--- src/rtl/serial_addsub_pkg.sv ---
// serial_addsub shared definitions.
// FSM state encoding and operation codes.
package serial_addsub_pkg;

   typedef enum logic [1:0] {
      S_IDLE = 2'd0,
      S_BUSY = 2'd1,
      S_DONE = 2'd2
   } state_t;

   localparam logic OP_ADD = 1'b0;
   localparam logic OP_SUB = 1'b1;

endpackage

--- src/rtl/addsub_digit.sv ---
// addsub_digit: one DIGIT-bit adder slice.
// Also exposes the carry into its MSB for overflow.
module addsub_digit #(
   parameter int DIGIT = 8
) (
   input  logic [DIGIT-1:0] x,
   input  logic [DIGIT-1:0] y,
   input  logic             cin,
   output logic [DIGIT-1:0] sum,
   output logic             cout,
   output logic             cmsb
);

   logic [DIGIT:0] t;

   // add the slice; carry into MSB recovered from sum ^ x ^ y
   always_comb begin
      t    = {1'b0, x} + {1'b0, y} + {{DIGIT{1'b0}}, cin};
      sum  = t[DIGIT-1:0];
      cout = t[DIGIT];
      cmsb = sum[DIGIT-1] ^ x[DIGIT-1] ^ y[DIGIT-1];
   end

endmodule

--- src/rtl/serial_addsub.sv ---
// serial_addsub: multi-cycle add/sub, DIGIT bits per clock.
// LSB digit first; start/done handshake with C/V/Z flags.
module serial_addsub
   import serial_addsub_pkg::*;
#(
   parameter int WIDTH = 32,
   parameter int DIGIT = 8
) (
   input  logic             clk,
   input  logic             reset,
   input  logic             start,
   input  logic             op,
   input  logic [WIDTH-1:0] a,
   input  logic [WIDTH-1:0] b,
   output logic             ready,
   output logic             done,
   output logic [WIDTH-1:0] result,
   output logic             carryout,
   output logic             overflow,
   output logic             zero
);

   localparam int N  = WIDTH / DIGIT;
   localparam int CW = (N > 1) ? $clog2(N) : 1;

   state_t           state_q, state_d;
   logic [CW-1:0]    cnt_q, cnt_d;
   logic [WIDTH-1:0] a_q, a_d;
   logic [WIDTH-1:0] b_q, b_d;
   logic             carry_q, carry_d;
   logic [WIDTH-1:0] result_q, result_d;
   logic             carryout_q, carryout_d;
   logic             overflow_q, overflow_d;
   logic             zero_q, zero_d;

   logic [DIGIT-1:0] dsum;
   logic             dcout;
   logic             dcmsb;
   logic [WIDTH-1:0] dsum_top;

   // operands shift right, so the live digit is always at bit 0
   addsub_digit #(.DIGIT(DIGIT)) u_digit (
      .x    (a_q[DIGIT-1:0]),
      .y    (b_q[DIGIT-1:0]),
      .cin  (carry_q),
      .sum  (dsum),
      .cout (dcout),
      .cmsb (dcmsb)
   );

   // next-state, datapath and flag update
   always_comb begin
      state_d    = state_q;
      cnt_d      = cnt_q;
      a_d        = a_q;
      b_d        = b_q;
      carry_d    = carry_q;
      result_d   = result_q;
      carryout_d = carryout_q;
      overflow_d = overflow_q;
      zero_d     = zero_q;
      dsum_top   = WIDTH'(dsum) << (WIDTH - DIGIT);

      unique case (state_q)
         S_IDLE, S_DONE: begin
            if (start) begin
               state_d  = S_BUSY;
               a_d      = a;
               b_d      = (op == OP_SUB) ? ~b : b;
               carry_d  = op;
               cnt_d    = '0;
               result_d = '0;
            end else if (state_q == S_DONE) begin
               state_d = S_IDLE;
            end
         end
         S_BUSY: begin
            // digits enter at the top; after N shifts digit i sits at i
            result_d = (result_q >> DIGIT) | dsum_top;
            a_d      = a_q >> DIGIT;
            b_d      = b_q >> DIGIT;
            carry_d  = dcout;
            cnt_d    = cnt_q + CW'(1);
            if (cnt_q == CW'(N - 1)) begin
               state_d    = S_DONE;
               carryout_d = dcout;
               overflow_d = dcmsb ^ dcout;
               zero_d     = (result_d == '0);
            end
         end
         default: state_d = S_IDLE;
      endcase
   end

   // state and datapath registers
   always_ff @(posedge clk) begin
      if (reset) begin
         state_q    <= S_IDLE;
         cnt_q      <= '0;
         a_q        <= '0;
         b_q        <= '0;
         carry_q    <= 1'b0;
         result_q   <= '0;
         carryout_q <= 1'b0;
         overflow_q <= 1'b0;
         zero_q     <= 1'b0;
      end else begin
         state_q    <= state_d;
         cnt_q      <= cnt_d;
         a_q        <= a_d;
         b_q        <= b_d;
         carry_q    <= carry_d;
         result_q   <= result_d;
         carryout_q <= carryout_d;
         overflow_q <= overflow_d;
         zero_q     <= zero_d;
      end
   end

   assign ready    = (state_q == S_IDLE) || (state_q == S_DONE);
   assign done     = (state_q == S_DONE);
   assign result   = result_q;
   assign carryout = carryout_q;
   assign overflow = overflow_q;
   assign zero     = zero_q;

endmodule

--- config.mk ---
export PLATFORM = sky130hd
export DESIGN_NAME = serial_addsub
export DESIGN_NICKNAME = d
export VERILOG_FILES = /design/src/rtl/serial_addsub_pkg.sv /design/src/rtl/addsub_digit.sv /design/src/rtl/serial_addsub.sv
export SDC_FILE = /design/constraint.sdc
export NUM_CORES = 1
export LEC_CHECK = 0
export ABC_AREA = 0
export CAP_MARGIN = 10
export CORE_MARGIN = 4
export CORE_UTILIZATION = 50
export DETAILED_ROUTE_END_ITERATION = 8
export GPL_TIMING_DRIVEN = 1
export PLACE_DENSITY_LB_ADDON = 0.2
export SETUP_SLACK_MARGIN = 0.02
export SLEW_MARGIN = 20
export SYNTH_ARGS = -nofsm -noshare
export SYNTH_HDL_FRONTEND = slang
export SYNTH_SLANG_ARGS = --single-unit
--- constraint.sdc ---
create_clock -name clk -period 3.7 [get_ports clk]
set_input_delay 0.74 -clock clk [delete_from_list [all_inputs] [get_ports clk]]
set_output_delay 0.74 -clock clk [all_outputs]
set_load 0.01 [all_outputs]
-- Word-level counts from Yosys, hierarchy flattened
Cells that the tools add are included.
- eq/ne operators: 6
- muxes and demuxes: 15
- reductions and logical operators: 8
- bitwise operators: 5
- add/sub/neg operators: 3
- operators with widths (operator ; number):
    one-hot mux 32 bit (2 select lines) ; 3
    two-way mux 32 bit ; 4
    logical NOT 32 bit ; 1
    inverter 32 bit ; 1
    OR 24 x 32 -> 32 bit ; 1
    adder 8 x 8 -> 9 bit ; 1
    adder 9 x 1 -> 9 bit ; 1
    two-way mux 2 bit ; 4
    one-hot mux 2 bit (2 select lines) ; 2
    AND reduction 2 bit ; 3
    equality test 2 bit, second input constant ; 2
    != test 2 bit, second input constant ; 2
    != test 3 bit, second input constant ; 1
    XOR 1 bit ; 3
    adder 2 x 1 -> 2 bit, second input constant ; 1
    equality test 2 x 1 -> 1 bit, second input constant ; 1
    logical NOT 2 bit ; 1
    one-hot mux 1 bit (2 select lines) ; 1
    nonzero test 2 bit ; 1
    OR reduction 2 bit ; 1
    logical OR 1 bit ; 1
    two-way mux 1 bit ; 1
- logic and storage cells: 46
- register bits after elaboration: 104

-- Logic depth before layout (Yosys ltp)
- depth in word-level cells: 5
- gate-level depth with buffers: 9
- gate-level depth less buffers: 9

-- Hierarchy
Synthesis repeated with hierarchy kept, for this count alone.
- cell total of the unflattened synthesis: 561
- area, all modules: 4829.6 um^2
- by module, submodules not included (module ; area each (um^2) ; cells an instance ; seq. area each (um^2) ; times used):
    serial_addsub ; 4453.0 ; 517 ; 2082.0 ; 1
    addsub_digit ; 376.6 ; 44 ; 0.0 ; 1

-- Worst setup path before layout
Ideal clock, no wire load.
- path type: register to register
- from: register a_q[0]
- to: register zero_q, in the netlist zero
- arrival time: 2.548 ns
- buffers on the path: 0
- period minus slack after synthesis: 2.618 ns
- path slack: 1.082 ns
- stages on the path, launching flop included: 10
- cell sequence: dfxtp_1 -> inv_1 -> fa_1 -> fa_1 -> nor4bb_1 -> nand4_1 -> nor4b_2 -> o221ai_1 -> or4_1 -> a21oi_1
- longest elaborated chain between the ends: 4
- RTL lines (what ; line ; text):
    start: declaration ; serial_addsub.sv:28 ; logic [WIDTH-1:0] a_q, a_d;
    start signal: assignment ; serial_addsub.sv:100 ; a_q <= '0;
    start signal: assignment ; serial_addsub.sv:110 ; a_q <= a_d;
    adder 8 x 8 -> 9 bit ; addsub_digit.sv:18 ; t = {1'b0, x} + {1'b0, y} + {{DIGIT{1'b0}}, cin};
    adder 9 x 1 -> 9 bit ; addsub_digit.sv:18 ;
    OR 24 x 32 -> 32 bit ; serial_addsub.sv:79 ; result_d = (result_q >> DIGIT) | dsum_top;
    logical NOT 32 bit ; serial_addsub.sv:88 ; zero_d = (result_d == '0);
    end signal: assignment ; serial_addsub.sv:116 ; zero_q <= zero_d;
    end: declaration ; serial_addsub.sv:34 ; logic zero_q, zero_d;
Every way passes these cells.
A chain may end at the register's enable or synchronous reset.

-- Final worst setup path
Same ends and word-level chain as after synthesis.

==> flow_summary.toml <==
[run_status]
status = "finished, final reports clean"

[yosys]
synthCells = 510
yosys_register_bits = 104
async_flop_share_pct = 0
netlist_area_um2 = 4490
synthFlopType = "dfxtp_1"
syn-num-nets = 588
ys_seq_area_share_pct = 46.3
syn_avg_cell_area_um2 = 8.81
ys_warn_count = 0
synth_cell_type_count = 39
synth-edff-count = 0

[finish]
layout_commonest_cell = "dfxtp_1"
fin_nets = 666
final_util_pct = 65.8
final_cells = 701
syn2layout_area_growth_pct = 27.8
layout_common_cells = "dfxtp_1, clkdlybuf4s50_1, a22oi_1, nor2_1, a21oi_1"
drive_above_1_share_pct = 4.55
n_antenna_cell = 0
num-fill-cells = 752

[timing]
worst_pin_slew_ps = 884
relSlewSlack_pct = 41.1
hold_viol = 0
max_freq_ghz = 0.351
period_needed_ps = 2850
min_period_over_period_pct = 77.0
fin_skew_ps = 17.0
rsz0062_at_grt = "no"
setup_tns_ps = 0
worst_slack_ps = 852
slew_violations = 0
setup_viol = 0

[cts]
ctsHoldBuffers = 0
cts_resized = 0
cts_tree = "built"
h-tree-depth = 3
postCtsSetupBuffers = 0
clockRootBuffer = "clkbuf_8"
clkSinkCount = 104
cts_max_path_buffers = 2
worstSkewPairLatency_ps = 360
clkTransAtPathRegs_ps = 100
cts_buffers = 9

[critical_path]
worstPathRequired_ps = 3990
critPathLaunch = "a_q[0]"
worst-path-max-fanout = 2
endpoint_kind = "register"
timing.rr.start = "a_q[0]"
crit_arrival_ps = 3130
path_class = "register to register"
critPathLaunchType = "register"

[power_and_ir_drop]
ir_worst_vdd_uv = 235
totalPowerFinal_mw = 2.24
power_density_nw_per_um2 = 391
p_leak_nw = 2.11

[place]
dp_cells = 685
pre_cts_ws_ps = 884
portBuffers = 104
place.gp.congestion = 0.843
dp_hpwl_mm = 7.49

[die]
pin_count = 105
chipHeight_um = 103
rows = 34
core-area_um2 = 8720
initial_core_util_pct = 51.5
die_area_um2 = 10600
fp.dieW_um = 103

[route]
final_antenna_net_count = 0
first_pass_iters = 5
route.vias.total = 3927
via_per_inst = 5.60
drc = 0
wl_per_cell_um = 15.6
drt-total-wl_mm = 10.9
drt_iter0_markers = 248

[global_routing]
grt_pass1_vias = 3658
grt_util_all_layers_pct = 21.1
grt-ovfl-total = 0
antenna_found_initial = 0
grt_pass1_wl_mm = 17.8
grt_max_degree = 83

[job]
drv_cap = 0

[hold_path]
hold_path_class = "register to register"
hold_path_startpoint = "b_q[0]"
[worst max-delay path, stage by stage, from the launching register on]
cell and delay [ps]:
dfxtp_1 340, inv_1 60, fa_1 490, fa_1 540
nor4bb_1 240, nand4_1 140, nor4b_2 270, o221ai_1 150
or4_1 410, a21oi_1 150
[cell families (layout without fill, tap and decap cells)]
logic type	after synthesis	count (layout)	synth area share, %
XOR/XNOR	38	38	7.41
flip-flops	104	104	46.3
adder cells (fa/ha/maj)	10	10	3.12
AO/OA/AOI/OAI	164	164	24.9
buffers and inverters	48	131	4.07
AND/OR/NAND/NOR	146	146	14.1
[registers in the layout, indices dropped and copies added, names as in the netlist]
register / flops
state_q: 2
zero: 1
a_q: 32
overflow: 1
b_q: 32
cnt_q: 2
carryout: 1
result: 32
carry_q: 1
[path summary, 6_finish.rpt]
| check | endpoint | slack (ps) | cells past startpoint |
|---|---|---|---|
| setup / recovery | zero | 850 | 9 |
| hold / removal | b_q[0] | 460 | 2 |
| setup reg to reg | zero | 850 | 9 |
| hold reg to reg | b_q[0] | 460 | 2 |
[synth_stat cells (2+ instances only)]
| library cell | n | share of area, % |
|---|---|---|
| dfxtp_1 | 104 | 46 |
| a22oi_1 | 94 | 16 |
| nor2_1 | 64 | 5.3 |
| a21oi_1 | 55 | 6.1 |
| nand2_1 | 54 | 4.5 |
| xor2_1 | 35 | 6.8 |
| clkbuf_1 | 34 | 2.8 |
| ha_1 | 8 | 2.2 |
| inv_1 | 7 | 0.58 |
| nor3_1 | 7 | 0.78 |
| buf_1 | 5 | 0.42 |
| nor2b_1 | 4 | 0.56 |
| nor4_1 | 4 | 0.56 |
| o21a_1 | 3 | 0.50 |
| xnor2_1 | 3 | 0.58 |
| buf_2 | 2 | 0.22 |
| fa_1 | 2 | 0.89 |
| nand3b_1 | 2 | 0.33 |
| o21ai_0 | 2 | 0.22 |
| or4_1 | 2 | 0.33 |
[stage by stage]
stage / cell area (um2) / hold WS [ps]
after floorplan: 4490 / 432
after global placement: 5570 / 441
after detailed placement: 5570 / 446
after CTS: 5740 / 460
after global routing: 5740 / 477
final: 5740 / 460
[routing by layer]
layer	vias up	track usage [%]	wire length, um
met1	1864	29.3	4960
met5	-	0	0
met2	89	32.4	5160
met3	9	6.56	706
li1	1965	-	-
met4	0	4.68	93
[power by group]
part / internal, mW / leakage [nW] / total (mW) / switching [mW]
combinational: 0.187 / 1.18 / 0.399 / 0.212
sequential: 1.18 / 0.849 / 1.22 / 0.0391
clock: 0.251 / 0.0819 / 0.628 / 0.377
[area by class of cell]
class	instances	area (um2)	share of cell area (%)
inverters	7	26.3	0.458
clock buffers	11	131	2.29
clock inverters	5	40.0	0.697
repair buffers	108	1080	18.7
flip-flops and latches	104	2080	36.3
well taps	108	135	2.35
multi-input cells	358	2250	39.2
Power figures use the tool's default switching activity.
